File: config.mk
export PLATFORM = sky130hd
export DESIGN_NAME = fetch_unit
export DESIGN_NICKNAME = d
export VERILOG_FILES = /design/src/rtl/fetch_unit.sv
export SDC_FILE = /design/constraint.sdc
export NUM_CORES = 1
export LEC_CHECK = 0
export ABC_AREA = 1
export BUFFER_PORTS_ARGS = -buffer_cell sky130_fd_sc_hd__buf_4
export CELL_PAD_IN_SITES_DETAIL_PLACEMENT = 2
export CELL_PAD_IN_SITES_GLOBAL_PLACEMENT = 2
export CORE_UTILIZATION = 35
export DETAILED_ROUTE_END_ITERATION = 10
export PLACE_DENSITY = 0.76
export SLEW_MARGIN = 20
export SYNTH_ARGS = -nofsm -noshare
export SYNTH_HDL_FRONTEND = slang
export SYNTH_SLANG_ARGS = --single-unit
File: constraint.sdc
create_clock -name clk -period 7.87 [get_ports clk]
set_clock_uncertainty 0.05 [all_clocks]
set_input_delay 1.574 -clock clk [delete_from_list [all_inputs] [get_ports clk]]
set_output_delay 1.574 -clock clk [all_outputs]
set_load 0.01 [all_outputs]
File: src/rtl/fetch_unit.sv
// In-order instruction fetch: credit-limited request issue, DEPTH-entry instruction
// buffer, redirect flush with drop counting. Optional macro FETCH_MISALIGN_TRAP_EN.
module fetch_unit #(
    parameter int                ADDR_W   = 32,
    parameter int                DEPTH    = 4,
    parameter logic [ADDR_W-1:0] RESET_PC = '0
) (
    input  logic              clk,
    input  logic              rst,
    output logic              imem_req_valid,
    input  logic              imem_req_ready,
    output logic [ADDR_W-1:0] imem_req_addr,
    input  logic              imem_rsp_valid,
    input  logic [31:0]       imem_rsp_data,
    input  logic              redirect_valid,
    input  logic [ADDR_W-1:0] redirect_target,
    output logic              instr_valid,
    input  logic              instr_ready,
    output logic [31:0]       instr_data,
    output logic [ADDR_W-1:0] instr_pc,
    output logic              trap_valid,
    output logic [ADDR_W-1:0] trap_addr
);
    localparam int                PTR_W   = $clog2(DEPTH);
    localparam int                CNT_W   = PTR_W + 1;
    localparam logic [CNT_W:0]    DEPTH_L = DEPTH[CNT_W:0];
    localparam logic [ADDR_W-1:0] PC_STEP = ADDR_W'(4);

    logic [ADDR_W-1:0] fetch_pc;
    logic [ADDR_W-1:0] rsp_pc;
    logic [CNT_W-1:0]  outstanding;
    logic [CNT_W-1:0]  drop_cnt;
    logic [CNT_W-1:0]  count;
    logic [PTR_W-1:0]  wr_ptr;
    logic [PTR_W-1:0]  rd_ptr;
    logic [31:0]       data_mem [DEPTH];
    logic [ADDR_W-1:0] pc_mem   [DEPTH];

    logic [CNT_W:0]    inflight;
    logic              req_fire;
    logic              push;
    logic              pop;
    logic              trap_q;
    logic [ADDR_W-1:0] tgt_aligned;
    logic              unused_tgt;

    // Bit 0 is never meaningful; bit 1 either traps or is dropped.
    assign tgt_aligned = {redirect_target[ADDR_W-1:2], 2'b00};
    assign unused_tgt  = ^redirect_target[1:0];

    // Every in-flight request owns a buffer slot, so the buffer can never overflow.
    assign inflight       = {1'b0, outstanding} + {1'b0, count};
    assign imem_req_valid = !rst && (inflight < DEPTH_L) && !trap_q && !redirect_valid;
    assign imem_req_addr  = rst ? RESET_PC : fetch_pc;
    assign req_fire       = imem_req_valid && imem_req_ready;

    assign push = imem_rsp_valid && (drop_cnt == '0) && !redirect_valid;
    assign pop  = instr_valid && instr_ready && !redirect_valid;

    assign instr_valid = (count != '0);
    assign instr_data  = instr_valid ? data_mem[rd_ptr] : '0;
    assign instr_pc    = instr_valid ? pc_mem[rd_ptr]   : '0;

    always_ff @(posedge clk) begin
        if (rst) begin
            fetch_pc    <= RESET_PC;
            rsp_pc      <= RESET_PC;
            outstanding <= '0;
            drop_cnt    <= '0;
            count       <= '0;
            wr_ptr      <= '0;
            rd_ptr      <= '0;
        end else if (redirect_valid) begin
            // Everything still in flight belongs to the old path and must be discarded.
            fetch_pc    <= tgt_aligned;
            rsp_pc      <= tgt_aligned;
            outstanding <= outstanding - CNT_W'(imem_rsp_valid);
            drop_cnt    <= outstanding - CNT_W'(imem_rsp_valid);
            count       <= '0;
            wr_ptr      <= '0;
            rd_ptr      <= '0;
        end else begin
            if (req_fire) begin
                fetch_pc <= fetch_pc + PC_STEP;
            end
            if (push) begin
                rsp_pc <= rsp_pc + PC_STEP;
                wr_ptr <= wr_ptr + PTR_W'(1);
            end
            if (pop) begin
                rd_ptr <= rd_ptr + PTR_W'(1);
            end
            if (req_fire && !imem_rsp_valid) begin
                outstanding <= outstanding + CNT_W'(1);
            end else if (!req_fire && imem_rsp_valid) begin
                outstanding <= outstanding - CNT_W'(1);
            end
            if (imem_rsp_valid && (drop_cnt != '0)) begin
                drop_cnt <= drop_cnt - CNT_W'(1);
            end
            case ({push, pop})
                2'b10:   count <= count + CNT_W'(1);
                2'b01:   count <= count - CNT_W'(1);
                default: count <= count;
            endcase
        end
    end

    always_ff @(posedge clk) begin
        if (push) begin
            data_mem[wr_ptr] <= imem_rsp_data;
            pc_mem[wr_ptr]   <= rsp_pc;
        end
    end

`ifdef FETCH_MISALIGN_TRAP_EN
    logic [ADDR_W-1:0] trap_addr_q;

    always_ff @(posedge clk) begin
        if (rst) begin
            trap_q <= 1'b0;
        end else if (redirect_valid) begin
            trap_q <= redirect_target[1];
        end
    end

    always_ff @(posedge clk) begin
        if (redirect_valid && redirect_target[1]) begin
            trap_addr_q <= {redirect_target[ADDR_W-1:1], 1'b0};
        end
    end

    assign trap_valid = trap_q;
    assign trap_addr  = trap_q ? trap_addr_q : '0;
`else
    assign trap_q     = 1'b0;
    assign trap_valid = 1'b0;
    assign trap_addr  = '0;
`endif

endmodule

* Yosys cells after proc, flatten, opt, wreduce, memory -nomap -nowiden *
Memories as Yosys holds them, arrays and structs flattened. A register that Yosys moved wholly into a read port is not among the register bits.
Cells that the tools add are included.

storage, ports and cells
  register bits after elaboration = 77
  memory bits (writable) = 256
  bits of input ports = 70
  output and inout port bits = 131
  logic and storage cells = 67
  memories = 2

memory list
  name      words  bits a word  read ports  clocked after memory_dff  wr ports  RTL line  source
  data_mem  4      32           1           1                         1         36        logic [31:0] data_mem [DEPTH];
  pc_mem    4      32           1           1                         1         37        logic [ADDR_W-1:0] pc_mem [DEPTH];

operators by class
  add/sub/neg operators = 11
  $lt $le $gt $ge = 1
  equality and inequality tests = 2
  mux-type cells = 19
  reduce and logical (&&, ||, !) cells = 23

operator list
  cell                   count
  $mux 32                7
  $add 32x3->32 const B  2
  $mux 3                 5
  $logic_and 1x1->1      10
  $reduce_bool 3->1      3
  $sub 3x1->3 const B    3
  $mux 2                 4
  $reduce_bool 2->1      4
  $add 3x1->3 const B    2
  $pmux 3 s2             1
  $add 2x1->2 const B    2
  $add 3x3->4            1
  $logic_not 1->1        4
  $lt 4x3->1 const B     1
  $logic_not 3->1        1
  $sub 3x1->3            1
  $eq 2x1->1 const B     1
  $eq 2x2->1 const B     1
  $mux 1                 2
  $reduce_or 2->1        1

* Logic depth before layout (Yosys ltp) *
  depth after elaboration = 10
  mapped depth = 13
  gate-level depth less buffers = 13

* Least setup slack after synthesis *
No wires, ideal clock.

  path type = in2reg
  from = input port imem_rsp_valid
  to = memory data_mem[0][0] (enable)
  setup time = 482 ps
  arrival = 4726 ps
  required time = 7338 ps
  slack = 2612 ps
  stages on the path = 5
  buffers on the path = 1
  cells stage by stage = nand3_2 nor2_2 inv_1 buf_2 nor2_1

on the way
  longest elaborated chain between the ends = 4

RTL lines
  element                         RTL line  source
  start, declared                 13        input logic imem_rsp_valid,
  $logic_and 1x1->1 (2 in a row)  57        assign push = imem_rsp_valid && (drop_cnt == '0) && !redirect_valid;
  $mux 1                          110       if (push) begin
  $mux 1 (implied by the code)    111       data_mem[wr_ptr] <= imem_rsp_data;
  end, declared                   36

No other way between the ends.

==> impl_summary.txt <==
----------------------------------------------------
[Placement]
  Global placer's final weighted congestion ... 0.8421
  Final HPWL DP ... 32030 um
  IO buf count ... 161

[Power and ir drop]
  Sequential power share ... 0.487
  Worst IR Drop VDD ... 0.1127 mV
  Cell internal power dissipation ... 3.023 mW
  Share of total power consumed by net switching ... 0.2437
  Switching component of the power ... 974.0 uW
  Clock share of power ... 0.432
  Reported leakage power ... 6.616 nW
  Share of total power in combinational logic ... 0.081
  Power density of the placed cells ... 227.4 nW/um2

[Run]
  Maximum capacitance violations ... 0

[Yosys]
  Syn_area_per_cell ... 9.144 um2
  Share of synthesized registers carrying an async set or reset ... 0
  Total of flip-flops plus latches after synthesis ... 323
  Most common cell in the synthesized netlist ... nor2_1
  Distinct cells, synth ... 37
  Fraction of synthesized cell area taken by the top area cell type ... 0.5018
  Cells taking the most area after synthesis ... edfxtp_1 50%, nor2_1 10%, dfxtp_1 10%, nand2_1 6.1%, o21ai_0 5.9%
  Number of enable flip-flop cells after synthesis ... 248
  Most area-hungry cell type in the Yosys netlist ... edfxtp_1
  Sequential element share of the synthesized area ... 0.6030
  Post-Synthesis Cell Area ... 14840 um2
  Post-synthesis cell count ... 1623
  Synth Flop Type ... edfxtp_1
  Ys Warns ... 0
  Synth top cells by count ... 407 x nor2_1, 248 x edfxtp_1, 241 x nand2_1, 176 x o21ai_0, 113 x a21oi_1

[CTS]
  Number of post-CTS setup repair buffers ... 0
  Count of cells resized by post-cts repair ... 0
  Deepest clock path buffer count ... 3
  Number of hold buffers added after CTS ... 0
  CTS tree ... built
  Later-pin clock latency in the skew report ... 0.55 ns
  Number of H-tree levels ... 2
  Inserted Clock Buffers ... 38
  Total number of clock tree sinks ... 323
  Root buffer cell ... clkbuf_16
  Clock-pin slew of the registers on the worst-case setup and hold paths ... 0.05 ns

[Drt]
  Drt wl/cell ... 20.88 um
  Antenna-violating nets left ... 0
  First DRT Iteration DRCs ... 552
  DRC viols ... 0
  Total detailed-routing wirelength ... 48640 um
  Avg Vias per Cell ... 5.102
  Via count ... 11882
  First-pass iteration count of the detailed router ... 4

[Finish]
  Number of diodes added for antenna fixing ... 0
  Area growth from synthesis to layout ... 18.44%
  Count of nets after finishing ... 1846
  Layout cell share with drive strength beyond 1 ... 0.1358

[STA]
  Normalized max-slew margin ... 0.3283
  Final Hold Fails ... 0
  Fmax ... 206.1 MHz
  Final Cycle Share ... 0.6164
  Slew at the pin closest to its max-slew limit ... 1.008 ns
  Total Negative Setup Slacks ... 0 ns
  Setup repair after global routing missed its margin ... no
  Setup violators final ... 0
  Final hold slack ... 0.4189 ns
  Number of pins with negative max-slew slack in the final report ... 0
  Final period demand of the worst path ... 4.851 ns

[Setup path]
  Critical Path Fanout Max ... 66
  Cell-by-cell listing of the critical path ... inv_2, buf_4, o21ai_0, a21oi_1, buf_4
  Total buffers and inverters traversed by the critical path ... 3
  Data required time of the critical path ... 6.25 ns
  Worst Reg-to-Reg Cells ... 7
  Worst setup path category ... register to output pin
  Reg2reg end ... data_mem[2][17]
  Critical Path Most Common Cell ... buf_4
  Type of element capturing the critical path ... output pin
  Crit Reg-Reg Startpoint ... drop_cnt[0]
  Longest individual stage delay on the worst path ... 0.74 ns
  Worst Setup Start Kind ... register
  Slowest library cell on the worst path ... inv_2
  Data arrival, critical path ... 3.23 ns
  Critical path's top delay family ... buffers and inverters
  Register-to-register path setup slack ... 4.76 ns
  Depth of the critical timing path with buffers and inverters included ... 5

[Floorplan]
  Std-Cell Core Area ... 41850 um2
  Site Rows ... 75
  Height of the chip ... 207.9 um
  Chip width ... 207.9 um
  Top-level I/O count ... 201
  Starting Density ... 0.3546
  Die area ... 43230 um2

[Worst hold path]
  Type of the most critical hold path ... register to register
  Startpoint of the most critical hold path ... rd_ptr[1]
  Hold Path Depth ... 2

[Global route]
  Initial antenna violation count ... 0
  Global router's overall resource usage ... 0.2284
  Maximum number of pins on one net before global-route repair ... 88
  Residual overflow from global routing ... 0
  Number of global-route vias before repair ... 13477
  First-pass GRT wire length ... 76420 um

[Outcome]
  Status ... complete, no violations

----------------------------------------------------
-- metrics by stage --
| stage | cell area, um2 | setup slack, ns | power, mW | util | cells |
|---|---|---|---|---|---|
| 5_1_grt | 17580 | 2.787 | 4.156 | 0.4200 | 2329 |
| 2_1_floorplan | 14980 | 2.612 | 2.158 | - | 1659 |
| 4_1_cts | 17580 | 2.917 | 4.048 | 0.4200 | 2329 |
| 3_3_place_gp | 16390 | 3.387 | 2.284 | 0.3916 | 2260 |
| 6_report | 17580 | 3.019 | 3.997 | 0.4200 | 2329 |
| 3_5_place_dp | 16390 | 3.373 | 2.309 | 0.3916 | 2260 |
-- power by group through the flow --
| stage | combinational, mW | sequential [mW] | clock (mW) |
|---|---|---|---|
| floorplan | 0.197 | 1.96 | 0 |
| global route | 0.363 | 1.95 | 1.84 |
| CTS | 0.329 | 1.95 | 1.77 |
| finish | 0.323 | 1.95 | 1.73 |
| detailed placement | 0.327 | 1.98 | 0 |
| global placement | 0.309 | 1.98 | 0 |
-- layout make-up --
class | instances | area (um2)
repair buffers | 172 | 1291
clock buffers | 53 | 1039
fillers | 4569 | 24280
clock inverters | 16 | 147.6
well taps | 539 | 674.4
flip-flops and latches | 323 | 8954
inverters | 105 | 395.4
multi-input cells | 1121 | 5076
-- cells in the final DEF, fill, tap and decap left out, types with 4 or more instances in the layout --
master     instances
a21oi_1          113
a31oi_1           12
buf_4            172
clkbuf_1          13
clkbuf_16         39
clkinv_1           9
clkinv_2           4
conb_1            37
dfxtp_1           73
edfxtp_1         248
ha_1              13
inv_1            101
nand2_1          241
nand3_1           59
nand4_1            9
nor2_1           403
nor2_4             7
o21ai_0          176
o21ai_1           11
xnor2_1            5
xor2_1            13
-- worst max path at each step --
stage                              start           endpoint
after CTS                       register       instr_pc[14]
final                           register       instr_pc[14]
after detailed placement             rst  imem_req_addr[28]
after global routing            register       instr_pc[14]
after global placement               rst  imem_req_addr[28]
after floorplan           imem_rsp_valid     data_mem[0][0]
-- state kept, by name (all words and copies together) (netlist names), named ones only --
name,count
pc_mem,120
outstanding,3
rsp_pc,30
fetch_pc,30
data_mem,128
count,3
wr_ptr,2
rd_ptr,2
drop_cnt,3
-- per-layer routing --
| layer | up-vias | GRT usage | wire (um) |
|---|---|---|---|
| li1 | 5628 | - | - |
| met1 | 5942 | 0.2739 | 20580 |
| met2 | 237 | 0.4160 | 24950 |
| met3 | 75 | 0.03834 | 1876 |
| met4 | 0 | 0.07024 | 1230 |
| met5 | - | 0 | 0 |
-- worst reg2reg max path, stage by stage (launching register included) --
cell,delay [ns]
dfxtp_1,0.31
inv_1,0.09
ha_1,0.19
nand3_2,0.25
nor2_2,0.21
inv_1,0.28
nor2_4,0.67
buf_4,0.67
-- cell families after synthesis --
family | share of synthesized area
other cells | 0.0002527
compound gates | 0.1102
simple gates | 0.1958
flops | 0.6030
buf+inv | 0.06652
fa+ha+maj | 0.01366
xor+xnor | 0.01062
Note: power is estimated with default switching activity, not from simulation.
